==> config.mk <==
export PLATFORM = sky130hd
export DESIGN_NAME = alu_arbiter
export DESIGN_NICKNAME = d
export VERILOG_FILES = /design/src/rtl/alu_pkg.sv /design/src/rtl/alu.sv /design/src/rtl/alu_arbiter.sv
export SDC_FILE = /design/constraint.sdc
export NUM_CORES = 1
export LEC_CHECK = 0
export ABC_CLOCK_PERIOD_IN_PS = 5200
export BUFFER_PORTS_ARGS = -buffer_cell sky130_fd_sc_hd__buf_2
export CAP_MARGIN = 25
export CORE_AREA = 2 2 159 161
export CTS_BUF_LIST = sky130_fd_sc_hd__clkbuf_4
export DETAILED_ROUTE_END_ITERATION = 16
export DIE_AREA = 0 0 161 163
export MAX_ROUTING_LAYER = met4
export PLACE_DENSITY = 0.72
export SLEW_MARGIN = 20
export SYNTH_ARGS = -nofsm -noshare
export SYNTH_HDL_FRONTEND = slang
export SYNTH_SLANG_ARGS = --single-unit
==> constraint.sdc <==
create_clock -name clk_i -period 5.2 [get_ports clk_i]
set_clock_uncertainty 0.05 [all_clocks]
set_input_delay 0.78 -clock clk_i [delete_from_list [all_inputs] [get_ports clk_i]]
set_output_delay 0.78 -clock clk_i [all_outputs]
set_load 0.05 [all_outputs]
==> src/rtl/alu_pkg.sv <==
// Shared ALU definitions: widths, control codes, port identifiers and the
// legal-code check used by the arbiter to flag unsupported operations.
package alu_pkg;

  localparam int DATA_W = 32;
  localparam int CTRL_W = 4;

  localparam logic [CTRL_W-1:0] ALU_AND  = 4'b0000;
  localparam logic [CTRL_W-1:0] ALU_OR   = 4'b0001;
  localparam logic [CTRL_W-1:0] ALU_ADD  = 4'b0010;
  localparam logic [CTRL_W-1:0] ALU_SUB  = 4'b0110;
  localparam logic [CTRL_W-1:0] ALU_SLT  = 4'b0111;
  localparam logic [CTRL_W-1:0] ALU_NOR  = 4'b1100;
  localparam logic [CTRL_W-1:0] ALU_NAND = 4'b1101;

  typedef enum logic {
    PORT0 = 1'b0,
    PORT1 = 1'b1
  } port_e;

  function automatic logic ctrl_is_legal(input logic [CTRL_W-1:0] ctrl);
    case (ctrl)
      ALU_AND, ALU_OR, ALU_ADD, ALU_SUB,
      ALU_SLT, ALU_NOR, ALU_NAND: ctrl_is_legal = 1'b1;
      default:                    ctrl_is_legal = 1'b0;
    endcase
  endfunction

endpackage

==> src/rtl/alu.sv <==
// Single-cycle 32-bit combinational ALU shared by both arbiter ports.
module alu
  import alu_pkg::*;
(
  input  logic [DATA_W-1:0] a_i,
  input  logic [DATA_W-1:0] b_i,
  input  logic [CTRL_W-1:0] ctrl_i,
  output logic [DATA_W-1:0] result_o,
  output logic              zero_o
);

  // Operation decode; SLT is a signed compare returned in bit 0.
  always_comb begin
    result_o = '0;
    case (ctrl_i)
      ALU_AND:  result_o = a_i & b_i;
      ALU_OR:   result_o = a_i | b_i;
      ALU_ADD:  result_o = a_i + b_i;
      ALU_SUB:  result_o = a_i - b_i;
      ALU_SLT:  result_o = {{(DATA_W-1){1'b0}}, ($signed(a_i) < $signed(b_i))};
      ALU_NOR:  result_o = ~(a_i | b_i);
      ALU_NAND: result_o = ~(a_i & b_i);
      default:  result_o = '0;
    endcase
  end

  assign zero_o = (result_o == '0);

endmodule

==> src/rtl/alu_arbiter.sv <==
// Round-robin two-port front end for the shared ALU: an issue stage (E)
// drives the ALU and a response stage (W) holds the result for its owner.
module alu_arbiter
  import alu_pkg::*;
(
  input  logic              clk_i,
  input  logic              rst_i,
  input  logic              p0_req_valid_i,
  output logic              p0_req_ready_o,
  input  logic [DATA_W-1:0] p0_src1_i,
  input  logic [DATA_W-1:0] p0_src2_i,
  input  logic [CTRL_W-1:0] p0_ctrl_i,
  output logic              p0_resp_valid_o,
  input  logic              p0_resp_ready_i,
  output logic [DATA_W-1:0] p0_result_o,
  output logic              p0_zero_o,
  output logic              p0_err_o,
  input  logic              p1_req_valid_i,
  output logic              p1_req_ready_o,
  input  logic [DATA_W-1:0] p1_src1_i,
  input  logic [DATA_W-1:0] p1_src2_i,
  input  logic [CTRL_W-1:0] p1_ctrl_i,
  output logic              p1_resp_valid_o,
  input  logic              p1_resp_ready_i,
  output logic [DATA_W-1:0] p1_result_o,
  output logic              p1_zero_o,
  output logic              p1_err_o
);

  logic              r_e_valid;
  port_e             r_e_owner;
  logic [DATA_W-1:0] r_e_src1;
  logic [DATA_W-1:0] r_e_src2;
  logic [CTRL_W-1:0] r_e_ctrl;
  logic              r_e_err;

  logic              r_w_valid;
  port_e             r_w_owner;
  logic [DATA_W-1:0] r_w_result;
  logic              r_w_zero;
  logic              r_w_err;

  port_e             r_last;

  logic              w_w_free;
  logic              w_e_adv;
  logic              w_e_can_accept;
  port_e             w_grant;
  logic              w_accept;
  logic [DATA_W-1:0] w_sel_src1;
  logic [DATA_W-1:0] w_sel_src2;
  logic [CTRL_W-1:0] w_sel_ctrl;
  logic              w_sel_legal;
  logic [DATA_W-1:0] w_alu_result;
  logic [DATA_W-1:0] w_w_result;
  logic              w_unused_alu_zero;

  assign w_w_free       = ~r_w_valid |
                          ((r_w_owner == PORT1) ? p1_resp_ready_i : p0_resp_ready_i);
  assign w_e_adv        = r_e_valid & w_w_free;
  assign w_e_can_accept = ~r_e_valid | w_w_free;

  // Round-robin pick: a lone request wins, a tie goes to the port not granted last.
  always_comb begin
    w_grant = PORT0;
    if (p0_req_valid_i && p1_req_valid_i) begin
      w_grant = (r_last == PORT1) ? PORT0 : PORT1;
    end else if (p1_req_valid_i) begin
      w_grant = PORT1;
    end else begin
      w_grant = PORT0;
    end
  end

  assign w_accept       = (p0_req_valid_i | p1_req_valid_i) & w_e_can_accept;
  assign p0_req_ready_o = p0_req_valid_i & (w_grant == PORT0) & w_e_can_accept;
  assign p1_req_ready_o = p1_req_valid_i & (w_grant == PORT1) & w_e_can_accept;

  // Operand mux for the winning port.
  always_comb begin
    w_sel_src1 = p0_src1_i;
    w_sel_src2 = p0_src2_i;
    w_sel_ctrl = p0_ctrl_i;
    if (w_grant == PORT1) begin
      w_sel_src1 = p1_src1_i;
      w_sel_src2 = p1_src2_i;
      w_sel_ctrl = p1_ctrl_i;
    end else begin
      w_sel_src1 = p0_src1_i;
      w_sel_src2 = p0_src2_i;
      w_sel_ctrl = p0_ctrl_i;
    end
  end

  assign w_sel_legal = ctrl_is_legal(w_sel_ctrl);

  alu u_alu (
    .a_i      (r_e_src1),
    .b_i      (r_e_src2),
    .ctrl_i   (r_e_ctrl),
    .result_o (w_alu_result),
    .zero_o   (w_unused_alu_zero)
  );

  // Illegal codes reach the ALU as AND, but their response is forced to zero.
  assign w_w_result = r_e_err ? '0 : w_alu_result;

  // Issue stage and last-grant pointer.
  always_ff @(posedge clk_i or negedge rst_i) begin
    if (!rst_i) begin
      r_e_valid <= 1'b0;
      r_e_owner <= PORT0;
      r_e_src1  <= '0;
      r_e_src2  <= '0;
      r_e_ctrl  <= ALU_AND;
      r_e_err   <= 1'b0;
      r_last    <= PORT1;
    end else begin
      if (w_accept) begin
        r_e_valid <= 1'b1;
        r_e_owner <= w_grant;
        r_e_src1  <= w_sel_src1;
        r_e_src2  <= w_sel_src2;
        r_e_ctrl  <= w_sel_legal ? w_sel_ctrl : ALU_AND;
        r_e_err   <= ~w_sel_legal;
        r_last    <= w_grant;
      end else if (w_e_adv) begin
        r_e_valid <= 1'b0;
      end
    end
  end

  // Response stage: captured from E when it frees, cleared once consumed.
  always_ff @(posedge clk_i or negedge rst_i) begin
    if (!rst_i) begin
      r_w_valid  <= 1'b0;
      r_w_owner  <= PORT0;
      r_w_result <= '0;
      r_w_zero   <= 1'b0;
      r_w_err    <= 1'b0;
    end else begin
      if (w_e_adv) begin
        r_w_valid  <= 1'b1;
        r_w_owner  <= r_e_owner;
        r_w_result <= w_w_result;
        r_w_zero   <= (w_w_result == '0);
        r_w_err    <= r_e_err;
      end else if (w_w_free) begin
        r_w_valid  <= 1'b0;
      end
    end
  end

  assign p0_resp_valid_o = r_w_valid & (r_w_owner == PORT0);
  assign p1_resp_valid_o = r_w_valid & (r_w_owner == PORT1);
  assign p0_result_o     = p0_resp_valid_o ? r_w_result : '0;
  assign p1_result_o     = p1_resp_valid_o ? r_w_result : '0;
  assign p0_zero_o       = p0_resp_valid_o & r_w_zero;
  assign p1_zero_o       = p1_resp_valid_o & r_w_zero;
  assign p0_err_o        = p0_resp_valid_o & r_w_err;
  assign p1_err_o        = p1_resp_valid_o & r_w_err;

endmodule

==> impl_metrics.yaml, run 1 <==
run_status:
  status: "finished, final reports clean"
cts:
  post_cts_resized: 0
  h-tree-depth: 3
  clock_tree.buffer_depth: 2
  clk_pin_slew_ps: 210
  cts_buffers: 9
  hold_buffers: 0
  cts_tree: "done"
  clk_latency_ps: 530
  cts.sinks: 108
  cts_root_buf: "clkbuf_4"
  postCtsSetupBuffers: 0
grt:
  antenna_found_initial: 2
  grt_max_degree: 73
  grt_pass1_wl_um: 58000
  grt_usage_pct: 29.1
  grt_overflow_total: 0
  grt_pass1_vias: 10000
synth:
  synth_compound_area_share_pct: 28.8
  ys.flop_type: "dfrtp_1"
  ys_async_sr_fraction_pct: 100
  synthMuxAreaShare_pct: 7.25
  synthDistinctLibCells: 85
  syn_area_mm2: 0.0109
  synth_nets: 1608
  synth.most_common_cell: "a21oi_1"
  synth_common_cells: "a21oi_1, nor2_1, dfrtp_1"
  synth-xor-area-share_pct: 1.53
  synthAdderAreaFrac_pct: 12.0
  seq_area_frac_synth_pct: 24.9
  syn_area_per_cell_um2: 7.96
  ys_ff_latch: 108
  yosys.area.top_type: "dfrtp_1"
  yosysWarnings: 0
  synth-simple-area-share_pct: 18.2
  synth_top_family_by_area: "compound AO/OA/AOI/OAI gates"
  synth_top_area_share_pct: 24.7
  synth-edff-count: 0
  yosys-top-cells-area: "dfrtp_1, ha_1, mux2i_1, a21oi_1, nor2_1"
  netlist_instances: 1363
placed_design:
  place_congestion: 1.02
  io_buffer_count: 213
  dp_hpwl_um: 29500
power_and_ir_drop:
  p_clk_share_pct: 5.5
  swShare_pct: 59.5
  seq_power_share_pct: 17.5
  switching_power_mw: 5.43
  p_leak_nw: 6.05
  ir_worst_vdd_mv: 0.312
  combinationalPowerShare_pct: 77.0
  intPower_mw: 3.70
  powerDensity_mw_per_mm2: 741
  total_power_mw: 9.13
worst_setup_path:
  crit_chain: "inv_1 > ha_1 > a21oi_1 > a2111oi_0 > a21oi_1 > o21ai_2 > a21o_1 > xor2_1 > a221oi_1 > nand4_1 > nor4_1 > a41o_1 > a41o_1"
  cp.required_ps: 5630
  crit_type: "register to register"
  slowest_stage: "ha_1"
  cp_data_arrival_time_ps: 4630
  timing.rr.end: "r_w_zero"
  cp_top_family: "compound AO/OA/AOI/OAI gates"
  crit_path_end_kind: "register"
  cp-start-kind: "register"
  regToRegSetupSlack_ps: 1000
  reg2reg_depth: 13
  path_buf_inv: 1
  reg2reg_from: "r_e_src1[7]"
  cpPeakStageDelay_ps: 540
  cp_max_fo: 12
timing:
  worst_pin_slew_ps: 1000
  hold_violations: 0
  setup_viol: 0
  tns_ps: 0
  slew_headroom_pct: 32.6
  clock.fmax_mhz: 238
  finalMaxSlewViolations: 0
  fin_crit_ps: 4200
  post-route-period-util_pct: 80.8
  rsz0062_at_grt: "false"
floorplanning:
  rows: 58
  start_util_pct: 44.0
  coreArea_mm2: 0.0247
  die_h_um: 163
  die-area_mm2: 0.0262
  pin_count: 214
  die_x_um: 161
layout:
  utilization_pct: 49.9
  area_growth_pct: 13.5
  drive_gt1_share_pct: 20.3
  nNetsFinal: 1753
route:
  dr.pass1.iters: 6
  vias: 11000
  viasPerCell: 5.98
  totalWireLength_um: 37400
  detail-route-antenna-nets: 0
  drt_iter0_markers: 1139
  wire_per_inst_um: 20.3
  drc: 0
flow_run:
  drv_cap: 0
worst_hold_path:
  min_path_type: "input pin to async pin"
## cells in the final DEF, fill, tap and decap left out, types with 29 or more instances in the layout
| cell type | count |
|---|---|
| inv_1 | 89 |
| nand2_1 | 83 |
| mux2i_1 | 73 |
| ha_1 | 101 |
| a221oi_1 | 29 |
| nor2_1 | 125 |
| and3_1 | 38 |
| o21ai_0 | 49 |
| dfrtp_1 | 105 |
| and2_1 | 42 |
| buf_2 | 212 |
| a21oi_1 | 143 |
| nor3_1 | 34 |
## metal layers
metal,share of wire [%],vias up,global-route usage [%]
met2,40,530,39.3
met4,1.2,0,5.36
li1,-,5274,-
met5,0,-,-
met3,9.0,40,5.91
met1,50,5187,44.6
## power by group through the flow
stage	Clock (mW)	Sequential [mW]	Combinational, mW
3_5_place_dp	0	1.61	6.84
4_1_cts	0.516	1.59	6.87
5_1_grt	0.547	1.66	7.61
2_1_floorplan	0	1.43	5.05
3_3_place_gp	0	1.57	6.90
6_report	0.504	1.60	7.03
## sequential cells by signal, indices dropped and copies added (netlist names)
register / cells
r_e_valid: 1
r_last: 1
r_w_owner: 1
r_w_zero: 1
r_e_err: 1
r_e_ctrl: 4
r_w_result: 32
r_e_owner: 1
r_w_valid: 1
r_e_src1: 32
r_e_src2: 32
r_w_err: 1
## through the flow
stage,hold slack [ps],setup WS [ps],cell area (µm²),std cells
after floorplan,387,1830,10900,1363
after global placement,418,1150,12200,1827
after detailed placement,430,1130,12200,1827
after CTS,266,1070,12300,1843
after global routing,288,671,12300,1845
final,256,997,12300,1845
## cell type report
type	instances	area [µm²]
clock inverters	7	88.8
multi-input cells	1053	7400
diodes	2	5.00
fillers	2430	12400
inverters	98	368
repair buffers	238	1270
clock buffers	9	67.6
well taps	330	413
flip-flops and latches	108	2710
## worst max path at each step
stage | cells after the start | startpoint | slack [ps] | end
after floorplan | 6 | p1_req_valid_i | 1830 | p1_req_ready_o
after global placement | 13 | r_e_src1[7] | 1150 | r_w_zero
after detailed placement | 13 | r_e_src1[7] | 1130 | r_w_zero
after CTS | 13 | r_e_src1[7] | 1070 | r_w_zero
after global routing | 13 | r_e_src1[7] | 670 | r_w_zero
final | 13 | r_e_src1[7] | 1000 | r_w_zero
## worst reg2reg max path: cells and delay by family (launching register included)
| kind | cells | cell delay, ps |
|---|---|---|
| compound gates | 8 | 2360 |
| simple gates | 2 | 570 |
| fa+ha+maj | 1 | 540 |
| flops | 1 | 480 |
| xor+xnor | 1 | 90 |
| buf+inv | 1 | 60 |
## cells by family after synthesis
kind of cell | Yosys count
DFF | 108
adders and majority gates | 103
muxes | 78
and+or+nand+nor | 404
xor gates and xnor gates | 19
buffers and inverters | 202
AOI/OAI and AO/OA | 449
No activity file was read; power rests on OpenSTA's default activity.
==> run 2: changes to the inputs <==
--- a/config.mk
+++ b/config.mk
@@ -5,15 +5,16 @@
 export SDC_FILE = /design/constraint.sdc
 export NUM_CORES = 1
 export LEC_CHECK = 0
-export ABC_CLOCK_PERIOD_IN_PS = 5200
+export ABC_AREA = 1
+export ABC_CLOCK_PERIOD_IN_PS = 3800
 export BUFFER_PORTS_ARGS = -buffer_cell sky130_fd_sc_hd__buf_2
 export CAP_MARGIN = 25
-export CORE_AREA = 2 2 159 161
+export CORE_AREA = 2 2 166 168
 export CTS_BUF_LIST = sky130_fd_sc_hd__clkbuf_4
 export DETAILED_ROUTE_END_ITERATION = 16
-export DIE_AREA = 0 0 161 163
+export DIE_AREA = 0 0 168 170
 export MAX_ROUTING_LAYER = met4
-export PLACE_DENSITY = 0.72
+export PLACE_DENSITY = 0.74
 export SLEW_MARGIN = 20
 export SYNTH_ARGS = -nofsm -noshare
 export SYNTH_HDL_FRONTEND = slang
==> constraint.sdc (replaced) <==
create_clock -name clk_i -period 3.8 [get_ports clk_i]
set_clock_uncertainty 0.05 [all_clocks]
set_input_delay 0.57 -clock clk_i [delete_from_list [all_inputs] [get_ports clk_i]]
set_output_delay 0.57 -clock clk_i [all_outputs]
set_load 0.05 [all_outputs]
==> impl_metrics.yaml, run 2 <==
layout:
  area_growth_pct: 11.5
  nNetsFinal: 2404
  fillers: 2811
  final_cell_mix: "nand2_1, inv_1, nor2_1"
  drive_gt1_share_pct: 13.8
  fin_cells: 2505
  layout_commonest_cell: "nand2_1"
  reg.largest.list: "r_e_src1 (32), r_e_src2 (32), r_w_result (32)"
synth:
  synth.most_common_cell: "nand2_1"
  syn_area_mm2: 0.0119
  synthDistinctLibCells: 50
  synth-edff-count: 0
  synth_nets: 2245
  syn_area_per_cell_um2: 5.95
  seq_area_frac_synth_pct: 22.7
  netlist_instances: 2000
  ys_async_sr_fraction_pct: 100
  ys.flop_type: "dfrtp_1"
  yosys.area.top_type: "dfrtp_1"
  ys_ff_latch: 108
  yosys-top-cells-area: "dfrtp_1, nand2_1, ha_1, inv_1, nand3_1"
  synth_top_area_share_pct: 22.5
  yosysWarnings: 0
  synth_common_cells: "nand2_1, inv_1, nor2_1"
route:
  viasPerCell: 5.24
  detail-route-antenna-nets: 0
  totalWireLength_um: 40700
  drc: 0
  wire_per_inst_um: 16.2
  drt_iter0_markers: 1258
  vias: 13100
  dr.pass1.iters: 6
cts:
  cts_buffers: 9
  cts_tree: "done"
  cts_root_buf: "clkbuf_4"
  clk_latency_ps: 520
  h-tree-depth: 3
  clock_tree.buffer_depth: 2
  cts.sinks: 108
  clk_pin_slew_ps: 200
placed_design:
  place_congestion: 1.01
  dp_slack_ps: 808
  io_buffer_count: 213
  dp_hpwl_um: 33800
  placed_cells: 2488
grt:
  grt_usage_pct: 29.3
  antenna_found_initial: 1
  grt_overflow_total: 0
  grt_pass1_wl_um: 63500
  grt_max_degree: 58
  grt_pass1_vias: 11800
worst_hold_path:
  min_path_type: "input pin to register"
worst_setup_path:
  crit_type: "register to register"
  cp_max_fo: 9
  cp.required_ps: 4220
  crit_path_end_kind: "register"
  cp_data_arrival_time_ps: 3500
  cp-start-kind: "register"
timing:
  layout_setup_ws_ps: 726
  setup_viol: 0
  tns_ps: 0
  finalMaxSlewViolations: 0
  fin_crit_ps: 3070
  hold_violations: 0
  slew_headroom_pct: 36.3
  worst_pin_slew_ps: 955
  clock.fmax_mhz: 325
  post-route-period-util_pct: 80.9
  rsz0062_at_grt: "false"
floorplanning:
  coreArea_mm2: 0.0267
  die_h_um: 170
  rows: 60
  die_x_um: 168
  start_util_pct: 44.6
  pin_count: 214
  die-area_mm2: 0.0286
run_status:
  status: "finished, final reports clean"
flow_run:
  drv_cap: 0
-- run 2: changes by cell type after synthesis, moves of 54 or more --
cell | previous run | this run
nand3_1 | 18 | 196
a21oi_1 | 144 | 57
mux2i_1 | 73 | 3
nand2_1 | 83 | 595
nor2_1 | 125 | 251
a31oi_1 | 10 | 64
inv_1 | 89 | 316
-- run 2: worst max-delay path, stage by stage (launching register included) --
cell and delay (ps):
dfrtp_1 480, inv_1 70, ha_1 530, nand2_1 190, nor2_1 170, inv_1 70
nor2_1 280, nand4_1 220, nand3_1 130, nand2_1 50, nand3_1 80, nand3_1 160
o21ai_0 280, nand4_1 150, o21bai_2 120
-- run 2: cells by family after synthesis --
family	count (synthesis)	synth area share, %
AOI/OAI and AO/OA	251	12.8
muxes	3	0.253
DFF	108	22.7
adders and majority gates	103	11.0
buffers and inverters	420	14.2
and+or+nand+nor	1114	39.0
xor gates and xnor gates	1	0.0737
-- run 2: repair_timing --
item | in CTS | in global routing
hold buffers | 1 | 0
gates resized for setup | 0 | 0
hold endpoints to repair | 3 | 0
buffers inserted | 0 | 0
-- run 2: area by class of cell --
cell class              count  area, µm²  share of cell area, %
diodes                      1       2.50                 0.0189
clock buffers               9       67.6                  0.510
clock inverters             6       60.1                  0.453
inverters                 336       1260                   9.54
multi-input cells        1472       7510                   56.6
flip-flops and latches    108       2700                   20.4
well taps                 341        427                   3.22
repair buffers            232       1230                   9.25
-- run 2: path summary, 6_finish.rpt --
path                           startpoint     endpoint  slack [ps]  cells past startpoint
setup / recovery             r_e_src1[18]     r_w_zero         730                     14
hold / removal             p1_req_valid_i    r_e_valid         210                      3
setup reg to reg             r_e_src1[18]     r_w_zero         730                     14
hold reg to reg                    r_last       r_last         430                      2
max in group asynchronous           rst_i       r_last        2360                      3
min in group asynchronous           rst_i  r_e_src2[3]         550                      2
-- run 2: through the flow --
stage               util, %  hold WS [ps]  instance area [µm²]
finish                 49.7           210                13300
global route           49.7           205                13300
CTS                    49.7           195                13300
detailed placement     49.2           407                13100
global placement       49.2           406                13100
floorplan                 -           224                11900
-- run 2: routing by layer --
| metal | track usage (%) | routed length [µm] |
|---|---|---|
| met3 | 3.49 | 3640 |
| met4 | 8.13 | 896 |
| met5 | - | 0 |
| met1 | 43.3 | 19800 |
| met2 | 41.8 | 16300 |
Power of run 2 is left out: the tool's default activity adds up to more than one toggle a clock period on the data nets, which glitch-free logic cannot reach.
